$ cat src/rtl/sevenseg_scan_driver.sv
// Time-multiplexed N-digit seven-segment driver with per-frame snapshot, dead-time, blank and blink.
// Optional leading-zero blanking is enabled by defining SEVENSEG_LZ_BLANK_EN.
module sevenseg_scan_driver #(
    parameter int DIGITS       = 4,
    parameter int SCAN_DIV     = 1000,
    parameter int DEAD_CYCLES  = 2,
    parameter int BLINK_FRAMES = 64,
    parameter int COMMON_ANODE = 0
) (
    input  logic                  clk,
    input  logic                  rst,
    input  logic                  ena,
    input  logic [4*DIGITS-1:0]   digits_in,
    input  logic [DIGITS-1:0]     dp_in,
    input  logic [DIGITS-1:0]     blank_mask,
    input  logic [DIGITS-1:0]     blink_mask,
    output logic [6:0]            seg_out,
    output logic                  dp_out,
    output logic [DIGITS-1:0]     dig_sel,
    output logic                  frame_tick
);

    localparam int S_W = $clog2(SCAN_DIV);
    localparam int D_W = $clog2(DIGITS);
    localparam int F_W = $clog2(BLINK_FRAMES + 1);

    localparam logic [S_W-1:0] S_LAST = S_W'(SCAN_DIV - 1);
    localparam logic [S_W-1:0] S_DEAD = S_W'(DEAD_CYCLES);
    localparam logic [D_W-1:0] D_LAST = D_W'(DIGITS - 1);
    localparam logic [F_W-1:0] F_LAST = F_W'(BLINK_FRAMES - 1);
    localparam logic           POL    = (COMMON_ANODE != 0) ? 1'b1 : 1'b0;

    function automatic logic [6:0] hex7(input logic [3:0] nib);
        logic [6:0] seg;
        case (nib)
            4'h0:    seg = 7'h3F;
            4'h1:    seg = 7'h06;
            4'h2:    seg = 7'h5B;
            4'h3:    seg = 7'h4F;
            4'h4:    seg = 7'h66;
            4'h5:    seg = 7'h6D;
            4'h6:    seg = 7'h7D;
            4'h7:    seg = 7'h07;
            4'h8:    seg = 7'h7F;
            4'h9:    seg = 7'h6F;
            4'hA:    seg = 7'h77;
            4'hB:    seg = 7'h7C;
            4'hC:    seg = 7'h39;
            4'hD:    seg = 7'h5E;
            4'hE:    seg = 7'h79;
            4'hF:    seg = 7'h71;
            default: seg = 7'h00;
        endcase
        return seg;
    endfunction

    logic [S_W-1:0]      r_s;
    logic [D_W-1:0]      r_d;
    logic [F_W-1:0]      r_fcnt;
    logic                r_blink_phase;
    logic [4*DIGITS-1:0] r_dig_sh;
    logic [DIGITS-1:0]   r_dp_sh;
    logic [DIGITS-1:0]   r_blank_sh;
    logic [DIGITS-1:0]   r_blink_sh;
    logic [6:0]          r_seg;
    logic                r_dp;
    logic [DIGITS-1:0]   r_dig;
    logic                r_tick;

    logic                w_slot_end;
    logic                w_frame_end;
    logic                w_snap;
    logic [DIGITS-1:0]   w_blank_load;
    logic [3:0]          w_nib;
    logic [DIGITS-1:0]   w_onehot;
    logic [6:0]          w_seg_act;
    logic                w_dp_act;
    logic [DIGITS-1:0]   w_dig_act;

    assign w_slot_end  = (r_s == S_LAST);
    assign w_frame_end = w_slot_end && (r_d == D_LAST);
    assign w_snap      = ena && (r_s == '0) && (r_d == '0);
    assign w_onehot    = {{(DIGITS-1){1'b0}}, 1'b1} << r_d;

`ifdef SEVENSEG_LZ_BLANK_EN
    logic w_lz_lead;

    // Leading-zero mask: walk down from the top digit while nibble and dp are both zero; digit 0 is exempt.
    always_comb begin
        w_blank_load = blank_mask;
        w_lz_lead    = 1'b1;
        for (int k = DIGITS - 1; k >= 1; k--) begin
            if (w_lz_lead && (digits_in[4*k +: 4] == 4'h0) && !dp_in[k]) begin
                w_blank_load[k] = 1'b1;
            end else begin
                w_lz_lead = 1'b0;
            end
        end
    end
`else
    assign w_blank_load = blank_mask;
`endif

    // Select the shadow nibble for the digit currently being scanned.
    always_comb begin
        w_nib = 4'h0;
        for (int k = 0; k < DIGITS; k++) begin
            w_nib = (r_d == D_W'(k)) ? r_dig_sh[4*k +: 4] : w_nib;
        end
    end

    // Pre-polarity pin values for the current scan state.
    always_comb begin
        w_seg_act = 7'h00;
        w_dp_act  = 1'b0;
        w_dig_act = '0;
        if ((r_s >= S_DEAD) && !r_blank_sh[r_d]) begin
            w_dig_act = w_onehot;
            if (r_blink_sh[r_d] && r_blink_phase) begin
                w_seg_act = 7'h00;
                w_dp_act  = 1'b0;
            end else begin
                w_seg_act = hex7(w_nib);
                w_dp_act  = r_dp_sh[r_d];
            end
        end else begin
            w_seg_act = 7'h00;
            w_dp_act  = 1'b0;
            w_dig_act = '0;
        end
    end

    // Slot/digit scan counters and blink frame counter; all freeze while ena is low.
    always_ff @(posedge clk) begin
        if (rst) begin
            r_s           <= '0;
            r_d           <= '0;
            r_fcnt        <= '0;
            r_blink_phase <= 1'b0;
        end else if (ena) begin
            if (w_slot_end) begin
                r_s <= '0;
                r_d <= (r_d == D_LAST) ? '0 : r_d + D_W'(1);
            end else begin
                r_s <= r_s + S_W'(1);
            end
            if (w_frame_end) begin
                if (r_fcnt == F_LAST) begin
                    r_fcnt        <= '0;
                    r_blink_phase <= ~r_blink_phase;
                end else begin
                    r_fcnt <= r_fcnt + F_W'(1);
                end
            end
        end
    end

    // Frame-start snapshot so a frame never shows a half-updated value.
    always_ff @(posedge clk) begin
        if (rst) begin
            r_dig_sh   <= '0;
            r_dp_sh    <= '0;
            r_blank_sh <= '0;
            r_blink_sh <= '0;
        end else if (w_snap) begin
            r_dig_sh   <= digits_in;
            r_dp_sh    <= dp_in;
            r_blank_sh <= w_blank_load;
            r_blink_sh <= blink_mask;
        end
    end

    // Registered pins; polarity is applied only here.
    always_ff @(posedge clk) begin
        if (rst) begin
            r_seg  <= {7{POL}};
            r_dp   <= POL;
            r_dig  <= {DIGITS{POL}};
            r_tick <= 1'b0;
        end else if (ena) begin
            r_seg  <= w_seg_act ^ {7{POL}};
            r_dp   <= w_dp_act ^ POL;
            r_dig  <= w_dig_act ^ {DIGITS{POL}};
            r_tick <= w_frame_end;
        end else begin
            r_seg  <= {7{POL}};
            r_dp   <= POL;
            r_dig  <= {DIGITS{POL}};
            r_tick <= 1'b0;
        end
    end

    assign seg_out    = r_seg;
    assign dp_out     = r_dp;
    assign dig_sel    = r_dig;
    assign frame_tick = r_tick;

endmodule
$ cat config.mk
export PLATFORM = sky130hd
export DESIGN_NAME = sevenseg_scan_driver
export DESIGN_NICKNAME = d
export VERILOG_FILES = /design/src/rtl/sevenseg_scan_driver.sv
export SDC_FILE = /design/constraint.sdc
export NUM_CORES = 1
export LEC_CHECK = 0
export CORE_MARGIN = 3
export CORE_UTILIZATION = 45
export CTS_CLUSTER_DIAMETER = 80
export DETAILED_ROUTE_END_ITERATION = 6
export GPL_ROUTABILITY_DRIVEN = 1
export PLACE_DENSITY = 0.69
export SLEW_MARGIN = 20
export SYNTH_ARGS = -nofsm -noshare
export SYNTH_HDL_FRONTEND = slang
export SYNTH_SLANG_ARGS = --single-unit
$ cat constraint.sdc
create_clock -name clk -period 3.4 [get_ports clk]
set_input_delay 0.68 -clock clk [delete_from_list [all_inputs] [get_ports clk]]
set_output_delay 0.68 -clock clk [all_outputs]
set_load 0.02 [all_outputs]
* After elaboration in Yosys (flattened, before gate mapping)
Memory sizes are Yosys's and may differ from the RTL's. A register that Yosys moved wholly into a read port is not among the register bits.
Cells that the tools add are included.
** Operators by class
- Add/sub/neg operators :: 3
- Equality and inequality tests :: 5
- Shift-type cells :: 1
- Muxes and demuxes :: 13
- Bitwise logic cells :: 3
- Magnitude comparators :: 2
- Reductions and logical operators :: 14
** Operators with widths (number)
- 2-to-1 mux 4 bit :: 4
- adder 10 x 1 -> 10 bit (second input constant) :: 1
- == test 10 bit (second input constant) :: 1
- >= comparator 10 x 2 -> 1 bit (second input constant) :: 1
- logical NOT 10 bit :: 1
- 2-to-1 mux 10 bit :: 1
- adder 7 x 1 -> 7 bit (second input constant) :: 1
- == test 7 x 6 -> 1 bit (second input constant) :: 1
- 2-to-1 mux 7 bit :: 1
- binary-select mux 1 bit (select 2 bit) :: 3
- logical AND 1 bit :: 5
- == test 2 bit (second input constant) :: 2
- AND reduction 2 bit :: 2
- OR reduction 4 bit :: 1
- << shifter 1 x 2 -> 4 bit (first input constant) :: 1
- less-than comparator 2 x 3 -> 1 bit (second input constant) :: 1
- 2-to-1 mux 1 bit :: 3
- inverter 1 bit :: 3
- AND reduction 3 bit :: 1
- OR reduction 3 bit :: 1
- adder 2 x 1 -> 2 bit (second input constant) :: 1
- == test 2 x 1 -> 1 bit (second input constant) :: 1
- logical NOT 2 bit :: 1
- 2-to-1 mux 2 bit :: 1
- other kinds (2) :: 2
** Storage, ports and cells
- ROM bits :: 112
- Register bits after elaboration :: 54
- Input port bits :: 31
- Word-level logic and storage cells :: 53
- Memories :: 1
** Memory list
- (name not given) :: words 16, width 7, read ports 1, clocked after Yosys merged registers in 1, write ports 0, line 35 : case (nib)

* Depth between registers and ports, before layout
Gate-level depths: netlist (run 1).
- Depth in word-level cells :: 6
- Depth in mapped cells :: 11

* Worst setup path after synthesis (run 1)
Ideal clock, no wire load.
- Path type :: register -> register
- Start :: reg r_d[1]
- End :: reg r_seg[6], in the netlist seg_out[6]
- Stages on the path, launching flop included :: 9
- Data required time :: 3.313 ns
- Arrival :: 2.365 ns
- Clock period less this slack :: 2.451 ns
- Setup slack :: 0.949 ns
- Path buffers :: 1
- Cells stage by stage :: dfxtp_1 ha_1 buf_2 a211oi_1 a211oi_1 inv_1 ha_1 mux2_1 a221oi_2
** On the way
- Cells in the longest elaborated chain, start to end :: 6
** RTL lines
- start, declared :: line 58 : logic [D_W-1:0] r_d;
- start signal, assigned :: line 143 : r_d <= (r_d == D_LAST) ? '0 : r_d + D_W'(1);
- binary-select mux 1 bit (select 2 bit) :: line 117 : if ((r_s >= S_DEAD) && !r_blank_sh[r_d]) begin
- 2-to-1 mux 1 bit (implied by the code) :: line 117
- logical NOT 1 bit :: line 117
- logical AND 1 bit :: line 117
- inverter 1 bit (no line)
- OR reduction 4 bit (no line)
- end, declared :: line 65 : logic [6:0] r_seg;
Several ways; a longest one is shown, not always the timed one. The select of a mux whose other input is x is not followed.
A chain may end at the register's enable or synchronous reset.

* Final worst setup path (run 1)
- Start :: reg r_d[0]
- End :: reg r_seg[6], in the netlist seg_out[6]
The elaborated chain is that of the path after synthesis.

==> results of run 1 <==
-- power by group through the flow --
stage / Clock [mW] / Combinational (mW) / Sequential, mW
2_1_floorplan: 0 / 0.123 / 0.780
3_3_place_gp: 0 / 0.191 / 0.779
3_5_place_dp: 0 / 0.195 / 0.781
4_1_cts: 0.639 / 0.196 / 0.764
5_1_grt: 0.678 / 0.218 / 0.768
6_report: 0.628 / 0.195 / 0.764
-- worst max-delay path by stage --
stage           start          to  slack (ns)  cells past startpoint
6_report       r_d[0]  seg_out[6]        0.71                     10
5_1_grt        r_d[0]  seg_out[6]        0.46                     10
4_1_cts        r_d[0]  seg_out[6]        0.73                     10
3_5_place_dp      ena   r_fcnt[3]        0.67                      5
3_3_place_gp      ena   r_fcnt[3]        0.77                      5
2_1_floorplan  r_d[1]  seg_out[6]        0.95                      8
-- layout make-up --
cell class / instances / area, sq um / share of cell area
clock inverter: 4 / 47.5 / 0.0136
sequential: 61 / 1220 / 0.349
multi-input combinational: 238 / 1490 / 0.425
clock buffer: 12 / 145 / 0.0415
timing repair buffer: 49 / 475 / 0.136
tap: 75 / 93.8 / 0.0268
inverter: 8 / 30.0 / 0.00858
-- cells in the mapped netlist, types with 3 or more instances --
library cell                n  area (sq um)
sky130_fd_sc_hd__a211oi_1   6          45.0
sky130_fd_sc_hd__xnor2_1    4          35.0
sky130_fd_sc_hd__nand3_1    6          30.0
sky130_fd_sc_hd__or3_1      4          25.0
sky130_fd_sc_hd__nor3b_1    6          45.0
sky130_fd_sc_hd__nand3b_1   4          30.0
sky130_fd_sc_hd__mux2i_1    5          50.1
sky130_fd_sc_hd__xor2_1     7          61.3
sky130_fd_sc_hd__a21oi_1   37           185
sky130_fd_sc_hd__nor3_1     3          15.0
sky130_fd_sc_hd__nand4_1    3          18.8
sky130_fd_sc_hd__buf_6      3          33.8
sky130_fd_sc_hd__o21ai_0    3          15.0
sky130_fd_sc_hd__nand2_1   70           263
sky130_fd_sc_hd__nor2_1    29           109
sky130_fd_sc_hd__dfxtp_1   61          1220
sky130_fd_sc_hd__inv_1      8          30.0
sky130_fd_sc_hd__buf_2      3          15.0
sky130_fd_sc_hd__clkbuf_1  11          41.3
sky130_fd_sc_hd__and3_1     7          43.8
sky130_fd_sc_hd__mux4_2     3          67.6
sky130_fd_sc_hd__ha_1      15           188
sky130_fd_sc_hd__nor2b_1    3          18.8
-- registers in the layout, summed over array words and instances (netlist names), 2 cells and up --
signal and count:
r_s 10, r_fcnt 7, seg_out 7, r_dig_sh 16, dig_sel 4, r_blank_sh 4, r_dp_sh 4, r_blink_sh 4
r_d 2
-- metrics by stage --
stage          hold slack [ns]  instance area [sq um]  instances  setup slack (ns)
2_1_floorplan            0.433                   2830        325             0.949
3_3_place_gp             0.441                   3310        431             0.766
3_5_place_dp             0.446                   3310        431             0.667
4_1_cts                  0.455                   3500        447             0.732
5_1_grt                  0.480                   3500        447             0.460
6_report                 0.453                   3500        447             0.709
-- kinds of logic (layout without fill, tap and decap cells) --
logic type,after synthesis,count (layout)
AO/OA/AOI/OAI,58,58
XOR/XNOR,11,11
adder cells (fa/ha/maj),15,15
buffers and inverters,26,73
flip-flops,61,61
multiplexers,9,9
AND/OR/NAND/NOR,145,145
-- routing by layer --
metal	up-vias	routed length, um	track usage
li1	1194	-	-
met1	1029	2900	0.227
met2	44	2620	0.258
met3	4	240	0.0427
met4	0	40	0.0647
met5	-	0	0
-- cells in the final DEF (no fill, tap or decap), types with 2 or more instances in the layout --
cell type,n
sky130_fd_sc_hd__clkbuf_8,10
sky130_fd_sc_hd__clkbuf_1,2
sky130_fd_sc_hd__nand4_1,3
sky130_fd_sc_hd__xor2_1,7
sky130_fd_sc_hd__and3_1,7
sky130_fd_sc_hd__nand3b_1,4
sky130_fd_sc_hd__or3_1,4
sky130_fd_sc_hd__o22ai_1,2
sky130_fd_sc_hd__mux2i_1,5
sky130_fd_sc_hd__xnor2_1,4
sky130_fd_sc_hd__nor2_1,29
sky130_fd_sc_hd__buf_4,6
sky130_fd_sc_hd__and4_1,2
sky130_fd_sc_hd__mux4_2,3
sky130_fd_sc_hd__o21ai_0,3
sky130_fd_sc_hd__nand3_1,6
sky130_fd_sc_hd__nor3_1,3
sky130_fd_sc_hd__clkinv_2,2
sky130_fd_sc_hd__a211o_1,2
sky130_fd_sc_hd__clkdlybuf4s50_1,43
sky130_fd_sc_hd__ha_1,15
sky130_fd_sc_hd__dfxtp_1,61
sky130_fd_sc_hd__inv_1,8
sky130_fd_sc_hd__nor2b_1,3
sky130_fd_sc_hd__a211oi_1,6
sky130_fd_sc_hd__nor3b_1,6
sky130_fd_sc_hd__a21oi_1,37
sky130_fd_sc_hd__nand2_1,70
sky130_fd_sc_hd__a211oi_2,2
-- critical path, cell delays in order, from the launching register on --
cell and delay [ns]:
sky130_fd_sc_hd__dfxtp_1 0.58, sky130_fd_sc_hd__inv_1 0.16, sky130_fd_sc_hd__ha_1 0.33, sky130_fd_sc_hd__a21oi_1 0.14
sky130_fd_sc_hd__o21ai_0 0.11, sky130_fd_sc_hd__a22oi_1 0.20, sky130_fd_sc_hd__buf_4 0.19, sky130_fd_sc_hd__inv_1 0.08
sky130_fd_sc_hd__ha_1 0.25, sky130_fd_sc_hd__mux2_1 0.32, sky130_fd_sc_hd__a221oi_2 0.27
==> results by stage, run 1 <==
Power and ir drop:
- After layout, the design draws a total of 1.59 mW.
- Dividing total power by cell area gives a power density of 454 nW/um^2.
- The clock network power share is 0.396.
- The proportion of power drawn by flip-flops and latches is 0.481.
- Summed over all cells, the static leakage comes to 1.31 nW.
- The internal portion of the total power is 1.20 mW.
- The switching power of the nets is 391 uW.
- The share of total power dissipated in combinational logic is 0.123.
- The worst-case IR drop observed on VDD is 0.215 mV.
- Of the total power, the share spent switching nets is 0.246.

GRT:
- The first global-routing pass estimated 9850 um of wire.
- The initial antenna violation count is 0.
- The number of global-route vias before repair is 2,152.
- For this run the aggregate overflow at the end of global routing stands at 0.
- Entering global routing, the biggest net connects 43 pins.
- Across every metal layer, demand over resource in global routing totals 0.168.

Detailed routing:
- The violation count after the first detailed-routing iteration is 92.
- For this run, design rule violations remaining after detail routing come to 0.
- The detailed-route wire length is 5790 um.
- The detail route stage leaves a number of antenna-violating nets equal to 0.
- The number of detailed-routing iterations run before antenna repair is 4.
- The total vias in the final route is 2,271.
- The detail-routed net length per standard cell is 13.0 um.
- The average vias per placed instance is 5.08.

Floorplan:
- The die footprint is 7290 sq um.
- The site row count is 28.
- The starting density of the core is 0.470.
- The core region is 6030 sq um.
- The floorplan step set the die height to 85.4 um.
- The total I/O pin count is 44.
- The chip width is 85.4 um.

Clock tree:
- Buffers inserted to repair hold after CTS numbered 0.
- The longest clock path from root to sink contains 2 buffers.
- CTS saw 61 sinks.
- The H-tree depth reported by CTS is 3.
- The total of cells resized after clock tree synthesis is 0.
- The number of buffers added for setup after CTS is 0.
- The worst-skew pair later-pin latency is 0.33 ns.
- The clock-pin transition on the worst setup and hold timing paths is 0.07 ns.
- The tree is rooted in a sky130_fd_sc_hd__clkbuf_8.
- The number of clock buffers added by TritonCTS is 9.
- The clock tree from TritonCTS is built.

Worst setup path:
- The worst register-to-register path ends at seg_out[6].
- The required time at the endpoint of the critical path is 3.65 ns.
- STA classifies the critical path startpoint as a flop.
- The worst setup path is of the reg2reg kind.
- Along the worst path, the maximum fanout reaches 10.
- The internal reg-to-reg setup slack is 0.71 ns.
- The cell depth of the worst flop-to-flop path is 10.
- STA puts the critical path data arrival time at 2.94 ns.
- STA classifies the critical path endpoint as a flop.
- The startpoint identified for the worst register-to-register timing path is r_d[0].

Synth:
- The xor and xnor area share after synthesis is 0.0340.
- Counting every net in the synthesized netlist gives 371.
- The number of distinct library cells after synthesis is 43.
- In the synthesized netlist, the number of instances is 325.
- The post-synthesis share of cell area spent on full adders, half adders and majority gates is 0.0662.
- The area fraction in compound gates after synthesis came to 0.136.
- Among all flip-flop cells after synthesis, the most frequent one is sky130_fd_sc_hd__dfxtp_1.
- The average cell area after synthesis is 8.72 sq um.
- The async set-reset flop share out of synthesis is 0.
- The number of synthesized flops with an enable pin is 0.
- Of the total synthesized cell area, the portion taken by AND, OR, NAND and NOR gates is 0.243.
- In this run, synthesis produced a sequential element count of 61.
- For this run, the register share of the synthesized area comes to 0.431.
- During synthesis, Yosys emitted a total of 0 warnings.
- The portion of synthesized area spent on multiplexers is 0.0455.
- The combinational family with the most area after synthesis is simple AND/OR/NAND/NOR gates.
- The post-synthesis instance area is 2830 sq um.

Final layout:
- The fill cell instance count of the final layout is 543.
- Of the cells placed in the final design, the portion with a size suffix greater than 1 is 0.0914.
- For this run, the share of the core covered by cells in the final layout is 0.581.
- The final layout net count is 413.
- The area overhead of the layout relative to synthesis is 23.4%.
- The antenna diode count is 0.

STA:
- The time the worst path needs with I/O delays and setup is 2.69 ns.
- The final count of negative-setup-slack endpoints is 0.
- The max-slew violation total from the final report is 0.
- Setup repair after global routing left no endpoint under its margin.
- The number of hold-slack violations in the final timing report is 0.
- For the pin with the worst max-slew slack, the measured transition is 0.656 ns.
- The worst pin sits at a relative slew slack of 0.562.
- Setup total negative slack on the finished layout was measured at 0 ns.
- Static timing analysis puts the maximum clock frequency at 372 MHz.
- Clock skew on the completed layout was measured at 0.0112 ns.
- The final clock period utilization by the worst path is 0.792.

Min path:
- The worst hold path terminates at r_blank_sh[2].
- The startpoint of the tightest hold check path is r_blank_sh[2].
- The worst hold path belongs to the class reg2reg.
- The worst hold path passes through 2 cells.

Outcome:
- The flow ran to the end, and the final reports show no timing, DRC or antenna violations.

Placement:
- The final RePlAce weighted congestion is 0.791.
- The count of input and output buffers is 43.
- The HPWL after detailed placement is 4160 um.

Run:
- Max-cap violations in this run came to 0.
Note: power is estimated with default switching activity, not from simulation.
==> run 2, diff against run 1 <==
- PLACE_DENSITY: 0.69 -> 0.71
- clock period: 3.4 -> 2.3 ns (I/O delays scaled with it)
==> results by stage, run 2 (synthesis results as in run 1) <==
Worst setup path:
- The critical path is of the reg2reg type.
- For the worst setup path, the data required time is 2.55 ns.
- The cell family with the largest share of critical-path delay is compound AO/OA/AOI/OAI gates.
- The source of the critical timing path is r_d[0].
- Traced cell by cell, the critical path runs through inv_1 > ha_2 > a211oi_1 > a211oi_2 > buf_4 > ha_1 > mux2_1 > a221oi_2.
- The data arrival time at the worst-slack endpoint is 2.42 ns.
- The startpoint class of the critical path is a flop.
- The maximum net fanout on the critical path is 8.
- The startpoint of the worst-slack reg-to-reg timing path is r_d[0].
- For this run, the slowest stage of the critical path takes 0.36 ns.
- The number of buffer and inverter stages on the critical path is 2.
- The kind of capture point of the worst setup path is a flop.
- The cell with the largest stage delay on the worst path is sky130_fd_sc_hd__dfxtp_2.

Power and ir drop:
- Power spread over the standard cell area amounts to 694 nW/um^2.
- VDD sags by at most 0.451 mV.
- The completed layout was analyzed and its total power is 2.52 mW.
- In this run the static leakage power is 1.39 nW.

GRT:
- The global-route wire length before repair is 9820 um.
- The number of global-route vias before repair is 2,086.
- After global routing the overflow that remains totals 0.
- The overall global routing resource usage is 0.172.
- The initial antenna violation count is 0.
- The maximum number of pins on one net before global-route repair is 25.

STA:
- The final count of negative-setup-slack endpoints is 0.
- The number of hold-slack violations in the final timing report is 0.
- The maximum clock frequency is 462 MHz.
- The max-slew violation total from the final report is 0.
- Setup repair after global routing left no endpoint under its margin.
- The final clock period utilization by the worst path is 0.940.
- The clock period could shrink to 2.16 ns.
- The setup clock skew after layout is 0.00807 ns.
- The actual slew at the worst max-slew pin is 0.517 ns.
- After routing, the total negative slack on setup checks comes to 0 ns.
- The relative slew slack is 0.655.

Clock tree:
- The clock tree root buffer cell is sky130_fd_sc_hd__clkbuf_8.
- The maximum clock path buffer count is 2.
- The number of CTS-inserted buffers is 9.
- The sink count of the clock tree is 61.
- The hold buffer count at cts is 0.
- The clock-pin transition on the worst setup and hold timing paths is 0.07 ns.
- The clock tree from TritonCTS is built.
- The H-tree was split into 3 levels.
- The worst-skew pair later-pin latency is 0.34 ns.

Final layout:
- In the final layout, the registers with the most flip-flops are r_dig_sh x16, r_s x10.
- In the layout the commonest cells are 70 x sky130_fd_sc_hd__nand2_1, 59 x sky130_fd_sc_hd__dfxtp_1, 43 x sky130_fd_sc_hd__clkdlybuf4s50_1, 37 x sky130_fd_sc_hd__a21oi_1, 29 x sky130_fd_sc_hd__nor2_1.
- The area overhead of the layout relative to synthesis is 28.1%.
- The share of the core filled with cells is 0.603.
- In the final layout, the share of cells above drive strength 1 is 0.136.
- More flip-flops sit in one register than any other, and that register is r_dig_sh.
- The final standard cell count with taps included and fillers excluded is 456.
- 0 antenna diodes ended up in the layout.
- The leading cell type in the layout, fill and taps excluded is sky130_fd_sc_hd__nand2_1.
- The register with the most flip-flops in the layout has 16 of them.
- For this run, the post-layout net count is 422.

Run:
- The count of maximum capacitance violations is 0.

Placement:
- The HPWL after detailed placement is 4360 um.
- Including well taps, the total number of placed cells is 439.
- The count of input and output buffers is 43.
- The final RePlAce weighted congestion is 0.901.

Outcome:
- The flow ran to the end, and the final reports show no timing, DRC or antenna violations.

Detailed routing:
- The post-route DRC violation count is 0.
- Dividing the detail-routed wire length by the instance count gives 13.2 um.
- The total vias in the final route is 2,376.
- The detail route stage leaves a number of antenna-violating nets equal to 0.
- The violation count after the first detailed-routing iteration is 108.
- Dividing the detail-routed via count by the number of cells gives 5.21.
- The number of detailed-routing iterations run before antenna repair is 4.
- The detailed-route wire length is 6000 um.

Floorplan:
- The total core area is 6030 sq um.
- The chip width is 85.4 um.
- The vertical extent of the die is 85.4 um.
- For this configuration, the core starts out at a cell density of 0.470.
- The initialized floorplan defines 28 standard-cell rows.
- The total I/O pin count is 44.
- The die covers 7290 sq um.

Min path:
- In this run the most critical hold path is launched from r_blank_sh[2].
- The class of the tightest hold or removal check is reg2reg.
-- run 2: cell count changes in the layout (fill, tap and decap cells not counted), sizes merged --
cell,previous run,this run
bufinv,1,2
buf,6,15
clkinvlp,1,0
-- run 2: metal layers --
layer  part of all wire  track usage  up-vias
li1                   -            -     1212
met4              0.025       0.0863        0
met5                  0            0        -
met1               0.48        0.235     1090
met3              0.051       0.0466       10
met2               0.45        0.250       64
-- run 2: final timing paths --
check	end	cells after the start	slack, ns
setup / recovery	seg_out[6]	8	0.14
hold / removal	r_blank_sh[2]	2	0.45
setup reg to reg	seg_out[6]	8	0.14
hold reg to reg	r_blank_sh[2]	2	0.45
-- run 2: timing repair --
item                                    in CTS  in global routing
buffers inserted                             0                  1
resized for setup                            0                  7
endpoints found under the hold margin        0                  0
endpoints found under the setup margin       0                  3
-- run 2: stage by stage --
step                      cell area, sq um  hold slack (ns)  setup slack, ns
after floorplan                       2840            0.433         0.000338
after global placement                3390            0.441            0.147
after detailed placement              3390            0.446           0.0536
after CTS                             3610            0.455           0.0235
after global routing                  3630            0.471          0.00765
final                                 3630            0.454            0.138
-- run 2: area by class of cell --
type	instances	area [sq um]
tap	75	93.8
clock buffer	12	155
clock inverter	4	70.1
sequential	61	1220
timing repair buffer	58	556
inverter	8	30.0
multi-input combinational	238	1500
fill	518	2390
-- run 2: power breakdown --
group	internal [mW]	total, mW	switching (mW)
Combinational	0.151	0.304	0.153
Sequential	1.10	1.13	0.0280
Clock	0.666	1.08	0.417
Total	1.92	2.52	0.598
-- run 2: worst min-delay path: stages (launching register included) --
cell	delay (ns)
sky130_fd_sc_hd__dfxtp_1	0.31
sky130_fd_sc_hd__nand2_1	0.05
sky130_fd_sc_hd__a21oi_1	0.05
==> run 3, diff against run 2 <==
- DONT_BUFFER_PORTS: not set -> 1
- PLACE_DENSITY: 0.71 -> 0.62
==> results by stage, run 3 (synthesis results as in run 1) <==
Worst setup path:
- The largest single stage delay on the critical path is 0.38 ns.
- The worst setup path is launched from a flop.
- For the worst setup path, the data required time is 2.55 ns.
- Traced cell by cell, the critical path runs through inv_1 > ha_4 > nand3b_1 > a211oi_2 > inv_2 > ha_2 > mux2_1 > a221oi_2.
- In this run the worst path has a maximum fanout of 8.
- The cell family with the largest share of critical-path delay is compound AO/OA/AOI/OAI gates.
- The setup path with the least slack is of type reg2reg.
- Counting both buffers and inverters, the worst setup path holds a total of 2.
- The cell with the largest stage delay on the worst path is sky130_fd_sc_hd__dfxtp_4.
- Data on the critical path arrives at its endpoint at 2.43 ns.
- STA classifies the critical path endpoint as a flop.

STA:
- Setup violations remaining at the end of the flow were counted as 0.
- The max-slew violation total from the final report is 0.
- Derived from the worst setup path, the maximum achievable clock frequency is 459 MHz.
- The routed design could run at a clock period as short as 2.18 ns.
- At the pin with the least slew margin, the transition time is 0.473 ns.
- The number of hold-slack violations in the final timing report is 0.
- Of the available clock period, the critical path in the final layout requires 0.948.
- The relative slew slack is 0.685.
- On the final layout, the worst hold slack is 0.179 ns.
- On the final layout, the worst clock skew is 0.00671 ns.
- The final worst-path setup slack is 0.120 ns.

GRT:
- The overflow left after global routing is 0.
- The maximum number of pins on one net before global-route repair is 44.
- The initial antenna violation count is 0.
- The first global-routing pass estimated 9870 um of wire.
- The number of global-route vias before repair is 2,066.
- For this run, the total global-route usage over all layers was measured as 0.175.

Clock tree:
- The clock tree root buffer cell is sky130_fd_sc_hd__clkbuf_8.
- Counting the buffers created by CTS gives 9.
- TritonCTS built the clock tree.
- The maximum clock path buffer count is 2.
- Counting every sink on the clock net gives 61.
- The worst-skew pair later-pin latency is 0.34 ns.
- The clock-pin transition on the worst setup and hold timing paths is 0.07 ns.
- The H-tree was split into 3 levels.

Final layout:
- The largest registers in the layout are r_dig_sh x16, r_s x10.
- The final instance area is 3270 sq um.
- The number of antenna diodes in the final layout is 0.
- The fill cell instance count of the final layout is 591.
- Leaving out fill and tap cells, the most frequent cells in the layout are 70 x sky130_fd_sc_hd__nand2_1, 59 x sky130_fd_sc_hd__dfxtp_1, 37 x sky130_fd_sc_hd__a21oi_1, 29 x sky130_fd_sc_hd__nor2_1, 17 x sky130_fd_sc_hd__buf_4.
- The share of post-route cells with drive strength above 1 is 0.174.
- The register with the most flip-flops in the layout has 16 of them.
- Summing all flip-flop and latch instances after layout gives 1230 sq um.
- The final layout contains 381 nets.
- The largest register by flop count is r_dig_sh.
- In the final layout, the multi-input gates occupy 1550 sq um.
- Leaving out fill and tap cells, the most frequent cell in the layout is sky130_fd_sc_hd__nand2_1.
- The area overhead of the layout relative to synthesis is 15.5%.

Power and ir drop:
- The total chip power is 2.50 mW.
- Dividing total power by cell area gives a power density of 765 nW/um^2.
- The leakage power is 1.24 nW.
- IR analysis of the VDD net gives a maximum drop of 0.423 mV.

Run:
- The tool flagged a number of max-cap violations equal to 0.

Detailed routing:
- Dividing the detail-routed wire length by the instance count gives 14.1 um.
- Detailed routing inserted a total of 2,169 vias.
- The average vias per placed instance is 5.23.
- The post-route DRC violation count is 0.
- The remaining antenna violation count after routing is 0.
- The routed design has 5870 um of wire.
- The number of detailed-routing iterations run before antenna repair is 4.
- The first routing iteration left 82 violations.

Floorplan:
- The die is 85.4 um wide.
- Row generation in the floorplan step produced 28 rows.
- The die is 85.4 um tall.
- The total core area is 6030 sq um.
- The initial utilization of the core area, before any placement, comes to 0.470.
- During I/O placement, the number of pins put on the boundary was 44.
- The die covers 7290 sq um.

Outcome:
- The run finished with clean final reports.

Placement:
- The HPWL after detailed placement is 3970 um.
- The cell area after placement is 2930 sq um.
- The count of input and output buffers is 0.
- The post-placement setup slack is 0.0326 ns.
- At the end of routability-driven placement, the weighted congestion stood at 0.779.

Min path:
- The class of the tightest hold or removal check is in2reg.
[run 3: cell types whose count changed in the layout (fill, tap and decap cells not counted), sizes merged]
cell,change
clkinv,-1
inv,-1
clkinvlp,+1
clkdlybuf4s50,-43
bufinv,+1
buf,+2
[run 3: cell type report]
cell class	count	area share
Clock inverter	4	0.0290
Timing Repair Buffer	17	0.0390
Clock buffer	12	0.0443
Inverter	8	0.0103
Tap cell	75	0.0287
Multi-Input combinational cell	238	0.473
Sequential cell	61	0.375
[run 3: what timing repair did]
item                                   CTS  global route
hold buffers                             0             0
resized for setup                        0            17
endpoints found under the hold margin    0             0
setup endpoints to repair                0             6
buffers inserted                         0             5
[run 3: metal layers]
metal | up-vias | GRT usage | routed length, um
li1 | 1121 | - | -
met1 | 980 | 0.254 | 2950
met2 | 58 | 0.228 | 2420
met3 | 10 | 0.0534 | 384
met4 | 0 | 0.0906 | 126
met5 | - | 0 | 0
[run 3: report_power, final]
part	internal [mW]	leakage, nW	switching (mW)
registers	1.10	0.498	0.0364
clock network	0.749	0.121	0.407
logic	0.0906	0.621	0.120
[run 3: worst reg2reg max path: cells and delay by family (launching register included)]
family                     cells  cell delay, ns
AOI/OAI and AO/OA              2            0.55
adders and majority gates      2            0.42
DFF                            1            0.38
and+or+nand+nor                1            0.20
buffers and inverters          2            0.24
muxes                          1            0.31
[run 3: path summary, 6_finish.rpt]
check | cells past startpoint | slack, ns | from | end
min reg2reg | 2 | 0.45 | r_dp_sh[3] | r_dp_sh[3]
max | 8 | 0.12 | r_d[1] | seg_out[6]
min | 1 | 0.18 | rst | r_fcnt[4]
max reg2reg | 8 | 0.12 | r_d[1] | seg_out[6]
[run 3: stage by stage]
stage,setup TNS [ns],cells,util
after global routing,-0.0148,415,0.543
after floorplan,0,325,-
after global placement,0,394,0.486
after detailed placement,0,394,0.486
final,0,415,0.543
after CTS,0,410,0.526
